===== src/rtl/instr_encoder.sv =====
// Packs instruction field sets into 16-bit words, queues them in a small FIFO
// and issues them with a minimum spacing between output handshakes.
module instr_encoder #(
  parameter int DEPTH = 4,
  parameter int GAP   = 4
) (
  input  logic                       clk,
  input  logic                       rst,
  input  logic                       in_valid,
  output logic                       in_ready,
  input  logic [1:0]                 in_fmt,
  input  logic [3:0]                 in_op,
  input  logic [3:0]                 in_rd,
  input  logic [3:0]                 in_ext,
  input  logic [3:0]                 in_rs,
  input  logic [7:0]                 in_imm,
  output logic                       out_valid,
  input  logic                       out_ready,
  output logic [15:0]                out_word,
  output logic                       err,
  output logic [$clog2(DEPTH):0]     level
);

  localparam int AW = $clog2(DEPTH);
  localparam int LW = AW + 1;
  localparam int CW = $clog2(GAP + 1);

  typedef enum logic [1:0] {IDLE = 2'd0, SEND = 2'd1, HOLD = 2'd2} state_t;

  state_t         state_reg, state_next;
  logic [CW-1:0]  cnt_reg, cnt_next;
  logic [15:0]    mem [DEPTH];
  logic [AW-1:0]  wr_ptr_reg, rd_ptr_reg;
  logic [LW-1:0]  level_reg, level_next;
  logic           rdy_reg;
  logic           err_reg;

  logic [15:0]    in_word;
  logic           legal;
  logic           full, accept, push, pop;

  // RI words with major opcode 0 or 8 would alias the RR/SH encodings.
  always_comb begin
    legal   = 1'b1;
    in_word = 16'h0000;
    case (in_fmt)
      2'b00: in_word = {4'h0, in_rd, in_ext, in_rs};
      2'b10: in_word = {4'h8, in_rd, in_ext, in_rs};
      2'b01: begin
        in_word = {in_op, in_rd, in_imm};
        legal   = (in_op != 4'h0) && (in_op != 4'h8);
      end
      default: legal = 1'b0;
    endcase
  end

  assign full     = (level_reg == LW'(DEPTH));
  assign in_ready = rdy_reg && !full;
  assign accept   = in_valid && in_ready;
  assign push     = accept && legal;
  assign pop      = out_valid && out_ready;

  always_comb begin
    level_next = level_reg;
    if (push && !pop)
      level_next = level_reg + LW'(1);
    else if (!push && pop)
      level_next = level_reg - LW'(1);
  end

  always_ff @(posedge clk) begin
    if (push)
      mem[wr_ptr_reg] <= in_word;
  end

  always_ff @(posedge clk) begin
    if (rst) begin
      wr_ptr_reg <= '0;
      rd_ptr_reg <= '0;
      level_reg  <= '0;
      rdy_reg    <= 1'b0;
      err_reg    <= 1'b0;
    end else begin
      if (push) wr_ptr_reg <= wr_ptr_reg + AW'(1);
      if (pop)  rd_ptr_reg <= rd_ptr_reg + AW'(1);
      level_reg <= level_next;
      rdy_reg   <= 1'b1;
      err_reg   <= accept && !legal;
    end
  end

  // FSM: state register
  always_ff @(posedge clk) begin
    if (rst) begin
      state_reg <= IDLE;
      cnt_reg   <= '0;
    end else begin
      state_reg <= state_next;
      cnt_reg   <= cnt_next;
    end
  end

  // FSM: next state; decisions look at the post-edge level so a word pushed
  // on the deciding edge is not delayed by an extra idle cycle.
  always_comb begin
    state_next = state_reg;
    cnt_next   = cnt_reg;
    case (state_reg)
      IDLE: begin
        if (level_next != '0) state_next = SEND;
      end
      SEND: begin
        if (pop) begin
          if (GAP > 1) begin
            cnt_next   = CW'(GAP - 1);
            state_next = HOLD;
          end else begin
            state_next = (level_next != '0) ? SEND : IDLE;
          end
        end
      end
      HOLD: begin
        cnt_next = cnt_reg - CW'(1);
        if (cnt_reg == CW'(1))
          state_next = (level_next != '0) ? SEND : IDLE;
      end
      default: state_next = IDLE;
    endcase
  end

  // FSM: outputs
  always_comb begin
    out_valid = (state_reg == SEND);
    out_word  = out_valid ? mem[rd_ptr_reg] : 16'h0000;
  end

  assign err   = err_reg;
  assign level = level_reg;

endmodule


===== config.mk =====
export PLATFORM = sky130hd
export DESIGN_NAME = instr_encoder
export DESIGN_NICKNAME = d
export VERILOG_FILES = /design/src/rtl/instr_encoder.sv
export SDC_FILE = /design/constraint.sdc
export NUM_CORES = 1
export LEC_CHECK = 0
export CAP_MARGIN = 15
export CELL_PAD_IN_SITES_DETAIL_PLACEMENT = 0
export CELL_PAD_IN_SITES_GLOBAL_PLACEMENT = 1
export CORE_MARGIN = 2
export CORE_UTILIZATION = 40
export DETAILED_ROUTE_END_ITERATION = 6
export GPL_ROUTABILITY_DRIVEN = 0
export PLACE_DENSITY_LB_ADDON = 0.25
export SETUP_SLACK_MARGIN = 0.05
export SYNTH_ARGS = -nofsm -noshare
export SYNTH_HDL_FRONTEND = slang
export SYNTH_SLANG_ARGS = --single-unit

===== constraint.sdc =====
create_clock -name clk -period 4.4 [get_ports clk]
set_input_delay 0.66 -clock clk [delete_from_list [all_inputs] [get_ports clk]]
set_output_delay 0.66 -clock clk [all_outputs]
set_load 0.01 [all_outputs]

# Word-level counts from Yosys, hierarchy flattened
# Memory sizes are Yosys's and may differ from the RTL's. A register that Yosys moved wholly into a read port is not among the register bits.
# Cells that the tools add are included.
dict set report totals {
  ram_bits 64
  output_inout_bits 22
  inputBits 30
  register_bits 14
  elab_cells 60
  mem_count 1
}
# memory depth width rd rd_clocked_by_memory_dff write_ports line_no
set mem_list {}
lappend mem_list {mem 4 16 1 1 1 32} ;# logic [15:0] mem [DEPTH];
dict set report op_classes {
  n_reduce_logical 20
  n_eq_ne 10
  n_mux 17
  add_sub_neg 5
}
# cell n
set ops {}
lappend ops {{one-hot mux 16 bit (3 select lines)} 1}
lappend ops {{two-way mux 16 bit} 1}
lappend ops {{two-way mux 2 bit} 5}
lappend ops {{two-way mux 3 bit} 3}
lappend ops {{logical AND 1 bit} 8}
lappend ops {{one-hot mux 2 bit (3 select lines)} 1}
lappend ops {{one-hot mux 3 bit (2 select lines)} 1}
lappend ops {{subtractor 3 x 1 -> 3 bit, second input constant} 2}
lappend ops {{adder 2 x 1 -> 2 bit, second input constant} 2}
lappend ops {{equality test 2 x 1 -> 1 bit, second input constant} 2}
lappend ops {{equality test 2 bit, second input constant} 2}
lappend ops {{zero test 1 bit} 4}
lappend ops {{zero test 2 bit} 2}
lappend ops {{two-way mux 1 bit} 4}
lappend ops {{!= test 2 bit, second input constant} 2}
lappend ops {{!= test 4 bit, second input constant} 1}
lappend ops {{nonzero test 4 bit} 1}
lappend ops {{adder 3 x 1 -> 3 bit, second input constant} 1}
lappend ops {{equality test 3 x 1 -> 1 bit, second input constant} 1}
lappend ops {{equality test 3 bit, second input constant} 1}
lappend ops {{AND reduction 3 bit} 1}
lappend ops {{nonzero test 3 bit} 1}
lappend ops {{!= test 2 x 1 -> 1 bit, second input constant} 1}
lappend ops {{one-hot mux 1 bit (2 select lines)} 1}
lappend ops {{3 further kinds} 3}

# Logic depth before layout (Yosys ltp)
# Gate-level depths: netlist of the first run.
dict set report logic_depth {
  ltp_word 13
  depth_mapped 8
  mapped_depth_nobuf 7
}

# Worst setup path after synthesis of the first run
# OpenSTA, ideal clock, no wires.
dict set report synth_timing {
  path_type {register to output}
  start {reg with a tool-made name}
  end {out out_word[10]}
  arrival_time_ns 1.490
  n_path_buf 2
  required_time_ns 3.740
  stages_incl_launch_ff 5
  setup_slack_ns 2.250
  path_cell_list {dfxtp_1 > buf_2 > buf_2 > mux4_2 > nor2b_1}
}
# item line_no
set synth_rtl {}
lappend synth_rtl {{end, declared} 19} ;# output logic [15:0] out_word,

==> results of run 1 <==
-- power groups by stage --
stage	logic, mW	clock network, mW	registers, mW
finish	0.504	0.658	0.912
global route	0.563	0.705	0.922
CTS	0.514	0.669	0.912
detailed placement	0.513	0	0.930
global placement	0.511	0	0.928
floorplan	0.331	0	0.911
-- final cells by class --
type | instances | share of cell area (%)
Timing Repair Buffer | 52 | 12.0
Tap cell | 105 | 3.04
Multi-Input combinational cell | 133 | 25.8
Clock buffer | 9 | 2.87
Sequential cell | 80 | 52.0
Inverter | 17 | 1.48
Clock inverter | 7 | 2.87
-- synth_stat cells (2+ instances only) --
| cell | n | area share [%] |
|---|---|---|
| inv_1 | 17 | 1.8 |
| xnor2_1 | 5 | 1.3 |
| edfxtp_1 | 64 | 55 |
| nand2b_1 | 3 | 0.54 |
| o221a_2 | 3 | 0.97 |
| nor2b_1 | 19 | 3.4 |
| mux4_2 | 16 | 10 |
| nor3_1 | 3 | 0.43 |
| a21oi_1 | 8 | 1.2 |
| dfxtp_1 | 16 | 9.2 |
| ha_1 | 9 | 3.2 |
| buf_2 | 3 | 0.43 |
| nand2_1 | 19 | 2.1 |
| o21ai_0 | 14 | 2.0 |
| and2_2 | 5 | 1.1 |
| nor2_1 | 10 | 1.1 |
| and2_1 | 6 | 1.1 |
| a211oi_1 | 2 | 0.43 |
| clkbuf_1 | 7 | 0.76 |
-- path summary, 6_finish.rpt --
path	from	endpoint	cells after the start
max	flip-flop	out_word[11]	3
min	wr_ptr_reg[1]$_SDFFE_PP0P_	wr_ptr_reg[1]$_SDFFE_PP0P_	2
max reg2reg	level[0]$_SDFF_PP0_	mem[2][15]$_DFFE_PP_	5
min reg2reg	wr_ptr_reg[1]$_SDFFE_PP0P_	wr_ptr_reg[1]$_SDFFE_PP0P_	2
-- critical path, stage by stage, from the launching register on --
cell and delay, ps:
dfxtp_1 810, mux4_2 430, nor2b_1 150, clkdlybuf4s50_1 500
-- logic make-up (layout without fill, tap and decap cells) --
family / count (synthesis) / count (layout)
adders and majority gates: 9 / 9
buffers and inverters: 28 / 85
AOI/OAI and AO/OA: 30 / 30
muxes: 17 / 17
DFF: 80 / 80
xor gates and xnor gates: 6 / 6
and+or+nand+nor: 71 / 71
-- through the flow --
stage	power [mW]	area, µm²	worst slack, ps
floorplan	1.24	3470	2250
global placement	1.44	4070	1540
detailed placement	1.44	4070	1520
CTS	2.10	4320	1410
global route	2.19	4320	1250
finish	2.07	4320	1500
-- cell usage in the layout, fill, tap and decap left out, drive strengths merged, types with 5 or more instances in the layout --
master         synthesis  routed
nand2                 19      19
dfxtp                 16      16
clkdlybuf4s50          0      51
clkbuf                 7       9
edfxtp                64      64
o21ai                 14      14
a21oi                  8       8
nor2                  10      10
mux4                  16      16
xnor2                  5       5
inv                   17      20
nor2b                 19      19
ha                     9       9
and2                  11      11
-- layer usage --
metal	vias to the layer above	part of all wire, %
met3	9	4.2
met2	52	49
met5	-	0
met4	0	1.9
met1	979	45
li1	987	-
==> impl_metrics.json, run 1 <==
{
  "hold_viol": 0,
  "intPower_mw": 1.52,
  "coreArea_mm2": 0.00830,
  "sw_frac_of_total_pct": 26.6,
  "run_status": "completed",
  "ctsHoldBuffers": 0,
  "clock_latency_ps": 340,
  "insertedDiodeCount": 0,
  "synth_seq_area_share_pct": 64.6,
  "first_pass_iters": 4,
  "vias_per_cell": 5.03,
  "power.share.clock_pct": 31.7,
  "crit_required_ps": 3740,
  "ir_drop_mv": 0.237,
  "ys_async_sr_fraction_pct": 0,
  "synth.area.mux_share_pct": 10.7,
  "die_x_um": 97.2,
  "grt_pass1_vias": 1916,
  "finalMaxSlewViolations": 0,
  "use_met2_pct": 23.0,
  "dpl.cell_count": 387,
  "boundaryPins": 52,
  "antenna_found_initial": 0,
  "rsz0062_at_grt": "no",
  "drive_gt1_share_pct": 14.8,
  "crit_fanout": 16,
  "r2r_slack_ps": 2190,
  "cts_setup_buffers": 0,
  "skew_ps": 9.71,
  "synth_top_family_by_area": "simple AND/OR/NAND/NOR gates",
  "syn_area_mm2": 0.00347,
  "portBuffers": 51,
  "cts_buffer_depth": 2,
  "clkTransAtPathRegs_ps": 80,
  "fin_crit_sh_pct": 65.9,
  "root_buffer": "clkbuf_8",
  "die_area_mm2": 0.00944,
  "area_delta_synth_final_pct": 24.3,
  "row_count": 33,
  "combPwrFrac_pct": 24.3,
  "worstMarginPinSlew_ps": 952,
  "htree_levels": 3,
  "drt-total-wl_um": 6400,
  "crit_type": "reg2out",
  "holdCritPathClass": "reg2reg",
  "finalNonFillerCells": 403,
  "whs_ps": 509,
  "grt_util_all_layers_pct": 14.2,
  "drc_errors": 0,
  "ant_nets": 0,
  "dp_hpwl_um": 4290,
  "layout_min_cycle_time_ps": 2900,
  "synth_nets": 280,
  "p_per_area_mw_per_mm2": 481,
  "avgSynthCellArea_um2": 14.4,
  "cts_tree": "done",
  "grt_pass1_wl_um": 10100,
  "synthAdderAreaFrac_pct": 3.24,
  "max_slew_margin_pct": 36.4,
  "num_vias": 2027,
  "die_h_um": 97.2,
  "first_iter_violations": 97,
  "dominantRegCellSynth": "edfxtp_1",
  "grt-ovfl-total": 0,
  "cp.arrival_ps": 2240,
  "yosys.area_share.simple_pct": 11.2,
  "yosys_warnings": 0,
  "synth_compound_area_share_pct": 5.41,
  "globalRouteMet3Util_pct": 3.31,
  "grt_max_degree": 19,
  "synth_xor_area_share_pct": 1.51,
  "max-cap-violations": 0,
  "clock-sinks": 80,
  "fin_util_pct": 52.0,
  "power_frac_seq_pct": 44.0,
  "wire_per_inst_um": 15.9,
  "initial_core_util_pct": 41.8,
  "setup_viol": 0,
  "switching_power_uw": 552,
  "max_freq_mhz": 345,
  "finalNetCount": 332,
  "synthDistinctLibCells": 31,
  "cts_buffers": 9,
  "synth_edf_count": 64,
  "power.leakage_nw": 1.46,
  "gr-max-usage-layer": "met2",
  "ys_seq_elements": 80,
  "endpoint_kind": "output port",
  "fin_tns_setup_ps": 0,
  "largest_reg_flops": 64,
  "critPathLaunchType": "flip-flop",
  "multiInputGateArea_mm2": 0.00111,
  "regArea_mm2": 0.00224,
  "num-fill-cells": 700,
  "grtUsageMet1_pct": 18.2,
  "ctsResizeCount": 0,
  "syn_inst": 241
}
No activity file was read; power rests on OpenSTA's default activity.
==> run 2: changes to the inputs <==
==> constraint.sdc (replaced) <==
create_clock -name clk -period 2.6 [get_ports clk]
set_input_delay 0.39 -clock clk [delete_from_list [all_inputs] [get_ports clk]]
set_output_delay 0.39 -clock clk [all_outputs]
set_load 0.01 [all_outputs]
==> impl_metrics.json, run 2 (same netlist as run 1, synthesis figures left out) <==
{
  "die_h_um": 97.2,
  "crit_type": "reg2out",
  "crit_required_ps": 2210,
  "drive_gt1_share_pct": 17.3,
  "switching_power_uw": 943,
  "antenna_found_initial": 0,
  "grt_pass1_vias": 1997,
  "htree_levels": 3,
  "r2r_slack_ps": 360,
  "crit_fanout": 6,
  "fin_util_pct": 52.3,
  "insertedDiodeCount": 0,
  "regArea_mm2": 0.00224,
  "grt_max_degree": 18,
  "wire_per_inst_um": 15.6,
  "largest_reg_flops": 64,
  "die_area_mm2": 0.00944,
  "initial_core_util_pct": 41.8,
  "cts_buffer_depth": 2,
  "ir_drop_mv": 0.409,
  "rsz0062_at_grt": "no",
  "cp.arrival_ps": 2050,
  "setup_viol": 0,
  "cts_buffers": 9,
  "num-fill-cells": 717,
  "num_vias": 1994,
  "finalNonFillerCells": 411,
  "clock-sinks": 80,
  "sw_frac_of_total_pct": 28.9,
  "ant_nets": 0,
  "row_count": 33,
  "max_slew_margin_pct": 66.8,
  "grt_pass1_wl_um": 10300,
  "portBuffers": 51,
  "finalNetCount": 340,
  "dpl.cell_count": 394,
  "p_per_area_mw_per_mm2": 753,
  "first_pass_iters": 6,
  "worst_slack_ps": 165,
  "intPower_mw": 2.32,
  "vias_per_cell": 4.85,
  "grt-ovfl-total": 0,
  "holdCritPathClass": "reg2reg",
  "drc_errors": 0,
  "hold_viol": 0,
  "first_iter_violations": 105,
  "max_freq_mhz": 411,
  "cts_tree": "done",
  "max-cap-violations": 0,
  "clkTransAtPathRegs_ps": 80,
  "total_power_mw": 3.27,
  "grt_util_all_layers_pct": 14.2,
  "final_common_cell": "edfxtp_1",
  "area_delta_synth_final_pct": 25.0,
  "power.leakage_nw": 1.47,
  "boundaryPins": 52,
  "cpMaxStageDelayCell": "clkdlybuf4s50_1",
  "coreArea_mm2": 0.00830,
  "root_buffer": "clkbuf_8",
  "critPathLaunchType": "flip-flop",
  "fin_tns_setup_ps": 0,
  "endpoint_kind": "output port",
  "die_x_um": 97.2,
  "dp_hpwl_um": 4290,
  "clock_latency_ps": 350,
  "run_status": "completed",
  "critical-path-max-stage-delay_ps": 600,
  "layout_min_cycle_time_ps": 2440,
  "combPwrFrac_pct": 27.7,
  "finalMaxSlewViolations": 0,
  "drt-total-wl_um": 6430,
  "pre_cts_ws_ps": 235,
  "fin_crit_sh_pct": 93.7,
  "power.share.clock_pct": 25.1,
  "multiInputGateArea_mm2": 0.00111,
  "skew_ps": 9.08,
  "worstMarginPinSlew_ps": 496,
  "layout_common_cells": "edfxtp_1, clkdlybuf4s50_1, nor2b_1, nand2_1, inv_1",
  "power_frac_seq_pct": 47.3,
  "crit_path_cell_trace": "inv_1, ha_1, a21boi_1, clkdlybuf4s50_1"
}
## run 2: changes by cell type in the layout (fill, tap and decap cells not counted), sizes merged
cell | before | now
buf | 1 | 8
inv | 20 | 18
bufinv | 3 | 0
clkinvlp | 1 | 3
clkinv | 0 | 3
clkbuf | 9 | 10
## run 2: path summary, 6_finish.rpt
check                                           startpoint                          to  depth (start not counted)
worst min-delay path            wr_ptr_reg[1]$_SDFFE_PP0P_  wr_ptr_reg[1]$_SDFFE_PP0P_                          2
worst max-delay path                   level[0]$_SDFF_PP0_                    in_ready                          4
worst max register to register         level[0]$_SDFF_PP0_         mem[1][6]$_DFFE_PP_                          5
worst min register to register  wr_ptr_reg[1]$_SDFFE_PP0P_  wr_ptr_reg[1]$_SDFFE_PP0P_                          2
## run 2: per-stage QoR
| step | area, µm² | hold slack (ps) |
|---|---|---|
| finish | 4340 | 519 |
| global route | 4340 | 566 |
| CTS | 4310 | 524 |
| detailed placement | 4130 | 506 |
| global placement | 4130 | 498 |
| floorplan | 3470 | 463 |
## run 2: area by class of cell
class / instances / share of cell area, %
timing repair buffer: 60 / 14.0
inverter: 17 / 1.47
clock inverter: 7 / 1.30
sequential: 80 / 51.7
tap: 105 / 3.03
clock buffer: 9 / 2.85
multi-input combinational: 133 / 25.6
## run 2: layer usage
metal | part of all wire, % | GRT usage [%] | vias to the layer above
met5 | 0 | 0 | -
met4 | 2.0 | 7.26 | 0
met3 | 4.0 | 3.09 | 9
met2 | 49 | 23.8 | 43
met1 | 45 | 17.4 | 946
li1 | - | - | 996
## run 2: critical path, delay by kind of cell (launching register included)
| kind | cells | cell delay, ps |
|---|---|---|
| flip-flops | 1 | 450 |
| adder cells (fa/ha/maj) | 1 | 230 |
| buffers and inverters | 2 | 730 |
| AO/OA/AOI/OAI | 1 | 290 |
## run 2: repair_timing
action | CTS | global route
hold buffers | 0 | 0
hold endpoints to repair | 0 | 0
resized for setup | 0 | 1
buffers inserted | 0 | 0
endpoints found under the setup margin | 0 | 1
## run 2: power groups by stage
stage | registers, mW | clock network, mW | logic, mW
floorplan | 1.54 | 0 | 0.560
global placement | 1.57 | 0 | 0.891
detailed placement | 1.57 | 0 | 0.899
CTS | 1.54 | 0.839 | 0.902
global route | 1.56 | 0.900 | 0.997
finish | 1.54 | 0.818 | 0.904
